**config.mk**
```make
export PLATFORM = sky130hd
export DESIGN_NAME = fetch_sequencer
export DESIGN_NICKNAME = d
export VERILOG_FILES = /design/src/rtl/fetch_sequencer.sv
export SDC_FILE = /design/constraint.sdc
export NUM_CORES = 1
export LEC_CHECK = 0
export ABC_CLOCK_PERIOD_IN_PS = 10300
export CAP_MARGIN = 15
export CORE_ASPECT_RATIO = 0.6
export CORE_MARGIN = 4
export CORE_UTILIZATION = 34
export DETAILED_ROUTE_END_ITERATION = 8
export GPL_ROUTABILITY_DRIVEN = 0
export SYNTH_ARGS = -nofsm -noshare
export SYNTH_HDL_FRONTEND = slang
export SYNTH_SLANG_ARGS = --single-unit
export TNS_END_PERCENT = 20
```
**constraint.sdc**
```tcl
create_clock -name clk -period 10.3 [get_ports clk]
set_clock_uncertainty 0.1 [all_clocks]
set_input_delay 3.09 -clock clk [delete_from_list [all_inputs] [get_ports clk]]
set_output_delay 3.09 -clock clk [all_outputs]
set_load 0.01 [all_outputs]
```
**src/rtl/fetch_sequencer.sv**
```systemverilog
// Instruction-fetch PC sequencer: picks the successor PC, handles stalls and held redirects,
// inserts optional redirect bubbles and halts on an illegal fetch address.
module fetch_sequencer #(
  parameter logic [31:0] RESET_PC   = 32'h0000_3000,
  parameter int unsigned IMEM_WORDS = 8192,
  parameter bit          DELAY_SLOT = 1'b1
) (
  input  logic        clk,
  input  logic        reset,
  input  logic [31:0] pc_in,
  input  logic        stall,
  input  logic        br_taken,
  input  logic [31:0] br_target,
  input  logic        jmp,
  input  logic [31:0] jmp_target,
  output logic [31:0] npc,
  output logic        pc_we,
  output logic        if_valid,
  output logic        redirect_pend,
  output logic        fetch_err
);

  typedef enum logic [2:0] {StBoot, StRun, StHold, StBubble, StHalt} state_e;

  // 33-bit bounds so the top of instruction memory cannot wrap.
  localparam logic [32:0] IMEM_LO = {1'b0, RESET_PC};
  localparam logic [32:0] IMEM_HI = IMEM_LO + ({1'b0, 32'(IMEM_WORDS)} << 2);

  state_e      state_q, state_d;
  logic        if_valid_q, if_valid_d;
  logic        pend_q, pend_d;
  logic [31:0] ptgt_q, ptgt_d;
  logic        err_q, err_d;

  logic [31:0] cand;
  logic        advance;
  logic        redirect;
  logic        fault;

  always_comb begin
    state_d    = state_q;
    if_valid_d = if_valid_q;
    pend_d     = pend_q;
    ptgt_d     = ptgt_q;
    err_d      = err_q;
    npc        = pc_in;
    pc_we      = 1'b0;
    cand       = pc_in + 32'd4;
    advance    = 1'b0;
    redirect   = 1'b0;
    fault      = 1'b0;

    case (state_q)
      StBoot: begin
        npc        = RESET_PC;
        pc_we      = 1'b1;
        state_d    = StRun;
        if_valid_d = 1'b1;
      end
      StRun, StHold: begin
        if (stall) begin
          state_d = StHold;
          if (jmp || br_taken) begin
            pend_d = 1'b1;
            ptgt_d = jmp ? jmp_target : br_target;
          end
        end else begin
          advance = 1'b1;
          if (jmp) begin
            cand     = jmp_target;
            redirect = 1'b1;
          end else if (br_taken) begin
            cand     = br_target;
            redirect = 1'b1;
          end else if (pend_q) begin
            cand     = ptgt_q;
            redirect = 1'b1;
          end
        end
      end
      StBubble: begin
        // A stall simply stretches the bubble; redirects are not taken here.
        advance = !stall;
      end
      StHalt: begin
        if_valid_d = 1'b0;
      end
      default: begin
        state_d = StBoot;
      end
    endcase

    if (advance) begin
      fault = (cand[1:0] != 2'b00) || ({1'b0, cand} < IMEM_LO) || ({1'b0, cand} >= IMEM_HI);
      pend_d = 1'b0;
      if (fault) begin
        state_d    = StHalt;
        err_d      = 1'b1;
        if_valid_d = 1'b0;
      end else begin
        npc   = cand;
        pc_we = 1'b1;
        if (redirect && !DELAY_SLOT) begin
          state_d    = StBubble;
          if_valid_d = 1'b0;
        end else begin
          state_d    = StRun;
          if_valid_d = 1'b1;
        end
      end
    end
  end

  always_ff @(posedge clk or negedge reset) begin
    if (!reset) begin
      state_q    <= StBoot;
      if_valid_q <= 1'b0;
      pend_q     <= 1'b0;
      ptgt_q     <= 32'h0;
      err_q      <= 1'b0;
    end else begin
      state_q    <= state_d;
      if_valid_q <= if_valid_d;
      pend_q     <= pend_d;
      ptgt_q     <= ptgt_d;
      err_q      <= err_d;
    end
  end

  assign if_valid      = if_valid_q;
  assign redirect_pend = pend_q;
  assign fetch_err     = err_q;

endmodule

```
## Yosys cells after proc, flatten, opt, wreduce, memory -nomap -nowiden

Index checks and enable logic that the tools add are counted.

| word-level totals | value |
|---|---|
| memories | 0 |
| RAM bits | 0 |
| output and inout port bits | 36 |
| ROM bits | 0 |
| bits in registers | 38 |
| latch bits | 0 |

| operators by class | value |
|---|---|
| div/mod/pow operators | 0 |
| $mul | 0 |
| bitwise operators | 0 |
| multiplexer cells | 25 |
| $lt $le $gt $ge | 2 |
| reductions and logical operators | 16 |
| add/subtract/negate cells | 1 |
| equality and inequality tests | 6 |
| shifts and indexed selects | 0 |

Operators with widths:

| kind | number |
|---|---|
| $mux W32 | 9 |
| $add A32 B3 Y32 const B | 1 |
| $ge A32 B16 Y1 const B | 1 |
| $lt A32 B14 Y1 const B | 1 |
| $mux W1 | 10 |
| $mux W3 | 3 |
| $pmux W3 S3 | 1 |
| $reduce_bool A2 Y1 | 4 |
| $eq A3 B2 Y1 const B | 2 |
| $reduce_and A3 Y1 | 2 |
| $pmux W1 S2 | 2 |
| $reduce_and A2 Y1 | 2 |
| $reduce_or A2 Y1 | 2 |
| $eq A3 B1 Y1 const B | 1 |
| $eq A3 B3 Y1 const B | 1 |
| $logic_not A3 Y1 | 1 |
| $logic_or A1 B1 Y1 | 3 |
| $ne A3 B3 Y1 const B | 1 |
| $reduce_bool A3 Y1 | 1 |
| $ne A2 B1 Y1 const B | 1 |
| $logic_not A1 Y1 | 1 |

## Depth between registers and ports, before layout

| logic depth | value |
|---|---|
| depth in word-level cells | 11 |
| depth in mapped cells | 12 |

## Worst setup path before layout

Ideal clock, no wire load.

| timing | value |
|---|---|
| path type | input port to output port |
| start | input port pc_in[8] |
| end | output port npc[2] |
| cell stages on the path | 12 |
| path buffers | 3 |
| data required time | 7.110 ns |
| slack | 1.569 ns |
| arrival | 5.541 ns |
| path through | clkbuf_1 -> nand4_1 -> or4_1 -> buf_2 -> o31a_1 -> o31ai_2 -> o2111ai_1 -> nor3_2 -> nand4_2 -> and2_1 -> buf_2 -> a22o_1 |

| between the ends | value |
|---|---|
| longest elaborated chain between the ends | 11 |

RTL lines:

| item | line | RTL |
|---|---|---|
| start: declaration | 10 | `input logic [31:0] pc_in,` |
| $add A32 B3 Y32 * | 48 | `cand = pc_in + 32'd4;` |
| $mux W32 | 75 | `end else if (pend_q) begin` |
| $mux W32 | 72 | `end else if (br_taken) begin` |
| $mux W32 | 69 | `if (jmp) begin` |
| $mux W32 | 61 | `if (stall) begin` |
| $mux W32 * | 53 | `case (state_q)` |
| $lt A32 B14 Y1 | 94 | `fault = (cand[1:0] != 2'b00) \|\| ({1'b0, cand} < IMEM_LO) \|\| ({1'b0, cand} >= IMEM_HI);` |
| $logic_or A1 B1 Y1 | 94 |  |
| $logic_or A1 B1 Y1 * | 94 |  |
| $mux W32 * | 96 | `if (fault) begin` |
| $mux W32 * | 93 | `if (advance) begin` |
| end: declaration | 16 | `output logic [31:0] npc,` |

Mark *: on every way between the ends. The rest lies on a longest branch, timed or not.

## Worst setup path in the final report

| timing | value |
|---|---|
| start | input port pc_in[10] |
| end | output port npc[14] |

| between the ends | value |
|---|---|
| longest elaborated chain between the ends | 11 |

RTL lines:

| item | line |
|---|---|
| $add A32 B3 Y32 * | 48 |
| $mux W32 | 75 |
| $mux W32 | 72 |
| $mux W32 | 69 |
| $mux W32 | 61 |
| $mux W32 * | 53 |
| $lt A32 B14 Y1 | 94 |
| $logic_or A1 B1 Y1 (2 in series) | 94 |
| $mux W32 * | 96 |
| $mux W32 * | 93 |

Marks and branches as above.

==> results.cfg <==
[status]
status = completed

[sta]
hold-worst-slack_ns = 0.371
post-route-period-util = 0.981
max_freq_mhz = 99.0
finalSetupViolCount = 0
relSlewSlack = 0.383
fin_tns_setup_ns = 0
worst_slack_ns = 0.194
hold_viol_final = 0
finalMaxSlewViolations = 0
worst_pin_slew_ns = 0.925
finalCriticalPeriod_ns = 10.11
rsz0062_at_grt = no

[power]
internal_power_mw = 0.599
pwr-share-comb = 0.595
power_leakage_nw = 2.23
p_clk_frac = 0.149
p_seq_frac = 0.256
p_switching_mw = 0.445
finalPower_mw = 1.04
p_per_area_nw_per_um2 = 184
sw_frac_of_total = 0.426
ir_drop_mv = 0.0943

[route]
dr_total_vias = 4923
wirelength_um = 16200
vias_per_cell = 5.97
drt.antenna.violating_nets = 0
dr.first_iter.drc_count = 507
routedWlPerCell_um = 19.7
wirelength_met1_um = 7510
drc = 0
wl_met3_um = 1750
wl_met2_um = 6760
firstDrtPassIters = 5
dr.max_layer_used = met4

[layout]
drive_gt1_frac = 0.0866
area_growth_pct = 44.9
antenna_cells = 0
finalCoreUtilization = 0.503
multi_input_area_um2 = 2750
final_cell_mix = clkdlybuf4s50_1 (134), nor2_1 (68), nand2_1 (65)
seqCellArea_um2 = 951
design_area_um2 = 5660
num-fill-cells = 1123
final_nets = 782
final_cells = 825
final_common_cell = clkdlybuf4s50_1

[clock_tree]
cts.sinks = 38
path_clk_slew_ns = 0.06
cts_root_buf = clkbuf_16
clock_latency_ns = 0.29
cts_setup_buffers = 0
cts_tree = built
cts_buffers = 5
clockBufferDepth = 2
htreeDepth = 2

[global_routing]
antenna_found_initial = 0
grt_pass1_vias = 4585
overflow = 0
grt_usage = 0.235
grt_max_degree = 46
grt_first_pass_wirelength_um = 25400

[die]
ios = 137
core_um2 = 11300
die_height_um = 91.0
die_x_um = 146
num_rows = 30
die_area_um2 = 13300
start_util = 0.347

[placement]
hpwl_um = 12700
port_buffers = 136
place_inst = 817
place_ws_ns = 0.172
placed_area_um2 = 5500

[setup_path]
critPathMaxFanout = 8
path_class = in -> out
worst-endpoint-arrival_ns = 6.92
crit_path_end_kind = primary output
start_kind = primary input
cp.required_ns = 7.11

[yosys]
syn_inst = 553
synth_fp_nets = 655
syn_avg_cell_area_um2 = 7.07
yosysSeqAreaShare = 0.243
ys_warn_count = 0
synth_edf_count = 0
synth.distinct_cells = 58
syn_area_um2 = 3910
synth-main-ff-cell = dfrtp_1
async_flop_share = 1.00
ys_seq_elements = 38

[run]
cap_violations = 0

[hold_path]
hp-class = reg -> reg
path summary, 6_finish.rpt:
check,start,end,slack (ns),cells past startpoint
hold / removal,fetch_err$_DFFE_PN0P_,fetch_err$_DFFE_PN0P_,0.37,1
setup / recovery,pc_in[10],npc[14],0.19,12
max in group asynchronous,reset,ptgt_q[7]$_DFFE_PN0P_,6.68,1
min in group asynchronous,reset,ptgt_q[21]$_DFFE_PN0P_,2.83,1
setup reg to reg,state_q[0]$_DFFE_PN0P_,if_valid$_DFFE_PN0P_,7.22,9
hold reg to reg,fetch_err$_DFFE_PN0P_,fetch_err$_DFFE_PN0P_,0.37,1
layout make-up:
cell class | count | share of cell area
multi-input combinational | 458 | 0.486
inverter | 10 | 0.00663
tap | 144 | 0.0318
clock inverter | 3 | 0.00376
sequential | 38 | 0.168
clock buffer | 5 | 0.0221
timing repair buffer | 167 | 0.282
cell families after synthesis:
logic type,count (synthesis),synth area share
buffers and inverters,57,0.0583
muxes,28,0.0752
DFF,38,0.243
and+or+nand+nor,245,0.305
xor gates and xnor gates,20,0.0448
adders and majority gates,1,0.00320
AOI/OAI and AO/OA,164,0.270
layer usage:
metal  vias up  global-route usage
li1       2293                   -
met1      2329               0.346
met2       281               0.347
met3        20              0.0673
met4         0              0.0352
met5         -                   0
synthesized netlist by cell type (5+ instances only):
cell,count,area (um^2)
dfrtp_1,38,951
a22oi_1,5,37.5
xor2_1,7,61.3
buf_2,8,40.0
and3_1,17,106
or3_1,5,31.3
a31oi_1,19,119
nor2_1,69,259
or2_2,5,31.3
o22ai_1,8,50.1
nand4_1,13,81.3
inv_1,8,30.0
and4_1,5,43.8
a21oi_1,46,230
a21o_1,9,67.6
clkbuf_1,33,124
o211ai_1,6,45.0
buf_1,5,18.8
nand2_1,65,244
mux2i_1,26,260
o31ai_1,5,37.5
nor3_1,15,75.1
o21ai_0,31,155
xnor2_1,13,114
nand3_1,20,100
nor4_1,9,56.3
power by group through the flow:
stage | registers (mW) | clock network [mW] | logic (mW)
after floorplan | 0.259 | 0 | 0.357
after global placement | 0.264 | 0 | 0.604
after detailed placement | 0.268 | 0 | 0.611
after CTS | 0.266 | 0.158 | 0.614
after global routing | 0.275 | 0.168 | 0.675
final | 0.267 | 0.156 | 0.621
state kept, by name (all words and copies together) (netlist names):
name	cells
ptgt_q	32
state_q	3
fetch_err	1
if_valid	1
redirect_pend	1
what timing repair did:
action,4_1_cts,5_1_grt
gates resized for setup,0,4
endpoints found under the setup margin,0,5
hold buffers,0,0
critical path: stages:
cell and delay, ns:
clkdlybuf4s50_1 0.65, nand4_2 0.24, or4_4 0.65, o31a_1 0.27, o31ai_2 0.20, o2111ai_1 0.22, nor4_2 0.38, nand3_1 0.21
nor2_2 0.17, buf_4 0.16, a21o_1 0.14, clkdlybuf4s50_1 0.53
(Power assumes the default switching activity.)
